$ cat config.mk
export PLATFORM = sky130hd
export DESIGN_NAME = seg_scan_reader
export DESIGN_NICKNAME = d
export VERILOG_FILES = /design/src/rtl/seg_scan_reader.sv
export SDC_FILE = /design/constraint.sdc
export NUM_CORES = 1
export LEC_CHECK = 0
export ABC_AREA = 1
export BUFFER_PORTS_ARGS = -buffer_cell sky130_fd_sc_hd__buf_2
export CAP_MARGIN = 20
export CORE_MARGIN = 1
export CORE_UTILIZATION = 55
export DETAILED_ROUTE_END_ITERATION = 16
export GPL_ROUTABILITY_DRIVEN = 0
export PLACE_DENSITY = 0.75
export SYNTH_ARGS = -nofsm -noshare
export SYNTH_HDL_FRONTEND = slang
export SYNTH_SLANG_ARGS = --single-unit
export TNS_END_PERCENT = 1
$ cat constraint.sdc
create_clock -name clk -period 6.2 [get_ports clk]
set_clock_uncertainty 0.15 [all_clocks]
set_input_delay 0.62 -clock clk [delete_from_list [all_inputs] [get_ports clk]]
set_output_delay 0.62 -clock clk [all_outputs]
set_load 0.01 [all_outputs]
$ cat src/rtl/seg_scan_reader.sv
// Display-bus monitor: samples the multiplexed 7-segment lines, debounces each
// digit dwell, and publishes one decoded 4-digit frame per complete scan.
module seg_scan_reader #(
    parameter int STABLE_CYC  = 4,
    parameter int TIMEOUT_CYC = 1024
) (
    input  logic        clk,
    input  logic        rst,
    input  logic [6:0]  C,
    input  logic [3:0]  A,
    output logic [15:0] digits,
    output logic [6:0]  val_hi,
    output logic [6:0]  val_lo,
    output logic        frame_vld,
    output logic        frame_chg,
    output logic        seg_err,
    output logic        stale
);
    localparam int             NUM_DIG = 4;
    localparam logic [7:0]     STAB    = 8'(STABLE_CYC);
    localparam logic [15:0]    TMO     = 16'(TIMEOUT_CYC);
    localparam logic [15:0]    TMO_M1  = 16'(TIMEOUT_CYC - 1);

    function automatic logic [3:0] seg_dec(input logic [6:0] s);
        case (s)
            7'h01:   seg_dec = 4'd0;
            7'h4F:   seg_dec = 4'd1;
            7'h12:   seg_dec = 4'd2;
            7'h06:   seg_dec = 4'd3;
            7'h4C:   seg_dec = 4'd4;
            7'h24:   seg_dec = 4'd5;
            7'h20:   seg_dec = 4'd6;
            7'h0F:   seg_dec = 4'd7;
            7'h00:   seg_dec = 4'd8;
            7'h04:   seg_dec = 4'd9;
            7'h7F:   seg_dec = 4'hF;
            default: seg_dec = 4'hE;
        endcase
    endfunction

    // Blank reads as zero in the binary pair value.
    function automatic logic [6:0] pair_val(input logic [3:0] hi, input logic [3:0] lo);
        logic [6:0] h, l;
        h = (hi == 4'hF) ? 7'd0 : {3'b000, hi};
        l = (lo == 4'hF) ? 7'd0 : {3'b000, lo};
        pair_val = h * 7'd10 + l;
    endfunction

    logic [10:0]              ca_q;
    logic [7:0]               stab_cnt;
    logic                     held;
    logic [NUM_DIG-1:0]       seen;
    logic [NUM_DIG-1:0][3:0]  shadow;
    logic [15:0]              tcnt;

    logic [10:0]        ca_in;
    logic               sel_ok, diff, accept, publish, err_c;
    logic [NUM_DIG-1:0] acc_mask;
    logic [3:0]         acc_nib;

    assign ca_in    = {C, A};
    assign sel_ok   = ($countones(~A) == 1);
    assign diff     = (ca_in != ca_q);
    // stab_cnt only reaches STAB for a valid one-hot sample, so ca_q[3:0] is a clean select here
    assign accept   = (stab_cnt == STAB) && !held;
    assign acc_mask = ~ca_q[3:0] & {NUM_DIG{accept}};
    assign acc_nib  = seg_dec(ca_q[10:4]);
    assign publish  = &seen;

    always_comb begin
        err_c = 1'b0;
        for (int i = 0; i < NUM_DIG; i++)
            if (shadow[i] == 4'hE) err_c = 1'b1;
    end

    always_ff @(posedge clk or posedge rst) begin
        if (rst) begin
            ca_q     <= '1;
            stab_cnt <= '0;
            held     <= 1'b0;
        end else begin
            ca_q <= ca_in;
            if (!sel_ok)
                stab_cnt <= '0;
            else if (diff)
                stab_cnt <= 8'd1;
            else if (stab_cnt != STAB)
                stab_cnt <= stab_cnt + 8'd1;
            held <= (diff || !sel_ok) ? 1'b0 : (held | accept);
        end
    end

    genvar g;
    generate
        for (g = 0; g < NUM_DIG; g++) begin : g_dig
            always_ff @(posedge clk or posedge rst) begin
                if (rst)
                    shadow[g] <= 4'hF;
                else if (acc_mask[g])
                    shadow[g] <= acc_nib;
            end
        end
    endgenerate

    // An accept on the publish edge lands in the freshly cleared mask.
    always_ff @(posedge clk or posedge rst) begin
        if (rst) begin
            seen      <= '0;
            digits    <= 16'hFFFF;
            val_hi    <= '0;
            val_lo    <= '0;
            frame_vld <= 1'b0;
            frame_chg <= 1'b0;
            seg_err   <= 1'b0;
        end else begin
            seen      <= (publish ? '0 : seen) | acc_mask;
            frame_vld <= publish;
            frame_chg <= 1'b0;
            if (publish) begin
                digits    <= shadow;
                frame_chg <= (shadow != digits);
                seg_err   <= err_c;
                val_hi    <= err_c ? 7'd0 : pair_val(shadow[3], shadow[2]);
                val_lo    <= err_c ? 7'd0 : pair_val(shadow[1], shadow[0]);
            end
        end
    end

    always_ff @(posedge clk or posedge rst) begin
        if (rst) begin
            tcnt  <= '0;
            stale <= 1'b0;
        end else begin
            if (accept)
                tcnt <= '0;
            else if (tcnt != TMO)
                tcnt <= tcnt + 16'd1;
            stale <= !accept && (tcnt >= TMO_M1);
        end
    end
endmodule
Yosys cells after proc, flatten, opt, wreduce, memory -nomap -nowiden
Cells that the tools add are included.
Word-level totals
  word-level logic and storage cells: 84
  output and inout bits: 34
  input port bits: 13
  bits in registers: 90
Operators by class
  add/sub/neg operators: 7
  order comparisons: 1
  eq/ne operators: 25
  bitwise logic cells: 5
  $mul: 2
  reductions and logical operators: 9
  mux-type cells: 19
Operators with widths (number)
  $pmux 4 s11: 1
  $eq 4x4->1 const B: 8
  $mux 16: 2
  $mux 8: 3
  $eq 7x7->1 const B: 3
  $mux 4: 5
  $add 16x1->16 const B: 1
  $ge 16x10->1 const B: 1
  $ne 16x11->1 const B: 1
  $ne 16x16->1: 1
  $add 7x4->7: 2
  $eq 7x3->1 const B: 2
  $eq 7x6->1 const B: 2
  $mux 7: 2
  $mul 4x3->6 const B: 2
  $ne 11x11->1: 1
  $add 8x1->8 const B: 1
  $eq 8x3->1 const B: 1
  $ne 8x3->1 const B: 1
  $not 4->4: 2
  $eq 7x1->1 const B: 1
  $eq 7x4->1 const B: 1
  $eq 7x5->1 const B: 1
  $logic_not 7->1: 1
  other kinds (13): 22

Longest topological paths before layout
  depth in word-level cells: 7
  gate-level depth with buffers: 16
  depth with buffers taken out: 15

Worst setup path before layout
Ideal clock, no wire load.
  path kind: input -> register
  start point: in A[0]
  end point: reg stab_cnt[4]
  path buffers: 0
  required time: 5979 ps
  library setup time: 71 ps
  setup slack: 3763 ps
  cell stages on the path: 9
  data arrival time: 2216 ps
  path through: fa_1 > inv_1 > ha_1 > ha_1 > nor3_1 > nand3_2 > inv_2 > nand2_1 > nor2_1
On the way
  word-level cells in the longest chain between the ends: 5
  elaborated cells between the ends (all ways): 8
Ends and longest elaborated chain
  start, declared: line 10  | input logic [3:0] A,
  $not 4->4: line 62  | assign sel_ok = ($countones(~A) == 1);
  $add 1x1->2 (not written as such): line 62
  $add 2x2->3 (not written as such): line 62
  $eq 3x1->1: line 62
  $ne 3x1->1 (no source line) or $mux 8 (tied branches)
  end signal, assigned: line 88  | stab_cnt <= stab_cnt + 8'd1;
  end, declared: line 50  | logic [7:0] stab_cnt;
Parallel ways exist; a longest one is shown, timed or not.
A chain may end at the register's enable or synchronous reset.

Final worst setup path
  start point: reg shadow[15] in the netlist's numbering
  end point: reg val_hi[6]
On the way
  word-level cells in the longest chain between the ends: 5
  elaborated cells between the ends (all ways): 7
Ends and longest elaborated chain
  start, declared: line 53  | logic [NUM_DIG-1:0][3:0] shadow;
  start signal, assigned by index: line 100  | shadow[g] <= acc_nib;
  $eq 4x4->1: line 44  | h = (hi == 4'hF) ? 7'd0 : {3'b000, hi};
  $mux 4: line 44
  $mul 4x3->6: line 46  | pair_val = h * 7'd10 + l;
  $add 7x4->7: line 46
  $mux 7 *: line 123  | val_hi <= err_c ? 7'd0 : pair_val(shadow[3], shadow[2]);
  end signal, assigned: line 123
  end, declared: line 12  | output logic [6:0] val_hi,
Every way passes the cells marked *; elsewhere a longest branch is shown, timed or not.

==> impl_metrics.tcl <==
set metrics [dict create \
    setup_viol 0 \
    first_pass_iters 4 \
    yosysSeqAreaShare 0.4626 \
    synth-async-reset-ratio 1.000 \
    drt-total-wl_um 9754 \
    outcome "finished clean" \
    crit_type "reg2reg" \
    via_count 4083 \
    grt_pass1_wl_um 17220 \
    min_period_ns 2.571 \
    pwr-share-clk 0.355 \
    power_mw 1.126 \
    path_clk_slew_ns 0.09 \
    grt_pass1_vias 4002 \
    cts-resized-gates 0 \
    yosys.cell_count.top_type "nand2_1" \
    synth_cells 637 \
    max-slew-margin-rel 0.3365 \
    syn_area_per_cell_um2 7.825 \
    p_leak_nw 2.705 \
    finalHoldViolations 0 \
    powerDensity_nw_per_um2 204.2 \
    synth_cell_types 38 \
    critPathLaunchType "flop" \
    antenna_found_initial 0 \
    coreArea_um2 8763 \
    switching_share 0.2512 \
    irDropWorstVdd_v 0.0001257 \
    required_ns 6.35 \
    synthFlopType "dfrtp_1" \
    netlist_area_um2 4985 \
    die_h_um 97.20 \
    ys_seq_elements 90 \
    worst_slew_pin_slew_ns 0.9953 \
    rows 34 \
    drive_above_1_share 0.1977 \
    synth_fp_nets 669 \
    cap_viol_max_count 0 \
    post-cts-setup-buffer-count 0 \
    ioPinCount 47 \
    nNetsFinal 720 \
    port_buffers 46 \
    start_util 0.5688 \
    area_delta_synth_final_pct 10.67 \
    clockBufferDepth 2 \
    synth-edff-count 0 \
    drcViolationCount 0 \
    crit_fanout 6 \
    dieArea_um2 9448 \
    filler_cell_count 760 \
    sequentialPowerShare 0.567 \
    fin_setup_tns_ns 0 \
    ctsHtreeMaxLevel 3 \
    timing.final.crit_share 0.4146 \
    synth.top_cell.area_share 0.2359 \
    cts_tree "built" \
    viasPerCell 5.097 \
    hold_ws_ns 0.1994 \
    hold_path_class "in2async" \
    ff2ff_setup_slack_ns 3.63 \
    die_x_um 97.20 \
    cts_buffers 9 \
    synth.top_cells.by_count "nand2_1, inv_1, nor2_1" \
    antenna_cells 0 \
    drv_slew 0 \
    grt.total_usage 0.2229 \
    p_comb_frac 0.078 \
    place_hpwl_um 7249 \
    cts.sinks 90 \
    clock-root-buffer "clkbuf_8" \
    synth_top_cell_by_area "dfrtp_1" \
    drt_iter0_drc 149 \
    antenna_left 0 \
    worstSetupEndpointType "flop" \
    rsz0062_at_grt "no" \
    fmax_ghz 0.3890 \
    clock_latency_ns 0.36 \
    cts_hold_repair.buffers 0 \
    p_int_mw 0.8435 \
    ys_warn_count 0 \
    synthTopCellsByArea "dfrtp_1, dfstp_2, nand2_1" \
    arrival_ns 2.72 \
    p_sw_mw 0.2830 \
    grt-ovfl-total 0 \
    wl_per_cell_um 12.18 \
    grt_start_max_net_pins 81 \
]
## power by group through the flow
| stage | logic [mW] | registers [mW] | clock network [mW] |
|---|---|---|---|
| 2_1_floorplan | 0.0677 | 0.643 | 0 |
| 3_3_place_gp | 0.0850 | 0.648 | 0 |
| 3_5_place_dp | 0.0892 | 0.649 | 0 |
| 4_1_cts | 0.0893 | 0.639 | 0.409 |
| 5_1_grt | 0.103 | 0.643 | 0.428 |
| 6_report | 0.0876 | 0.639 | 0.400 |
## metal layers
layer / up-vias / wire length (um) / global-route usage / part of all wire
li1: 2115 / - / - / -
met1: 1871 / 4615 / 0.2861 / 0.47
met2: 82 / 4633 / 0.3808 / 0.47
met3: 15 / 339 / 0.02806 / 0.035
met4: 0 / 165 / 0.09414 / 0.017
met5: - / 0 / 0 / 0
## per-stage QoR
step                      instance area [um^2]  setup slack, ns    util  instances
after floorplan                           4985            3.166       -        637
after global placement                    5326            3.563  0.6078        785
after detailed placement                  5326            3.505  0.6078        785
after CTS                                 5517            3.636  0.6295        801
after global routing                      5517            3.378  0.6295        801
final                                     5517            3.629  0.6295        801
## final timing paths
check | endpoint | cells past startpoint | startpoint
worst max-delay path | val_hi[6] | 14 | shadow[15]
worst min register to register | val_lo[5] | 2 | val_lo[5]
worst min-delay path | ca_q[6] | 2 | rst
min in group clk | ca_q[8] | 1 | C[4]
worst max register to register | val_hi[6] | 14 | shadow[15]
max in group asynchronous | frame_chg | 3 | rst
## critical path, stage by stage (launching register included)
cell     delay (ns)
dfstp_2        0.61
nand2_2        0.09
nor2_2         0.15
inv_1          0.07
nand2_1        0.08
inv_1          0.05
ha_1           0.18
ha_1           0.18
inv_1          0.06
fa_1           0.43
nor2_1         0.19
nand2_1        0.08
nand2_1        0.06
nand3_1        0.07
nand2_1        0.08
## cells by family after synthesis
| logic type | share of synthesized area |
|---|---|
| simple gates | 0.3072 |
| flops | 0.4626 |
| fa+ha+maj | 0.05221 |
| compound gates | 0.06526 |
| buf+inv | 0.08107 |
| xor+xnor | 0.03163 |
## cell type report
type,instances,area (um^2),share of cell area
sequential,90,2306,0.4180
tap,108,135.1,0.02450
inverter,97,365.4,0.06623
multi-input combinational,442,2275,0.4123
clock inverter,2,37.54,0.006804
timing repair buffer,48,245.2,0.04445
clock buffer,14,152.6,0.02767
## cell usage in the layout, fill, tap and decap left out, types with 2 or more instances in the layout
master,instances
or2_0,2
nor3_1,14
nand2_2,2
nand4_1,17
nor4_1,3
a21oi_1,15
clkbuf_1,4
clkbuf_8,10
fa_1,3
xnor2_1,12
o21ai_0,27
nand3_1,33
xor2_1,6
nand3_2,2
nor2_2,3
dfrtp_1,47
ha_1,16
buf_2,46
nand2_1,197
dfstp_2,43
o21ai_1,9
o2111ai_1,2
or2_2,7
o31ai_1,3
nor2_1,54
nor2_4,5
buf_4,2
nor3_2,3
inv_1,87
inv_2,8
## flip-flops by register name, summed over array words and instances, names as in the netlist
register   count
seg_err        1
held           1
digits        16
seen           4
stale          1
frame_chg      1
stab_cnt       8
ca_q          11
val_lo         7
val_hi         7
frame_vld      1
tcnt          16
shadow        16
Power figures use the tool's default switching activity.
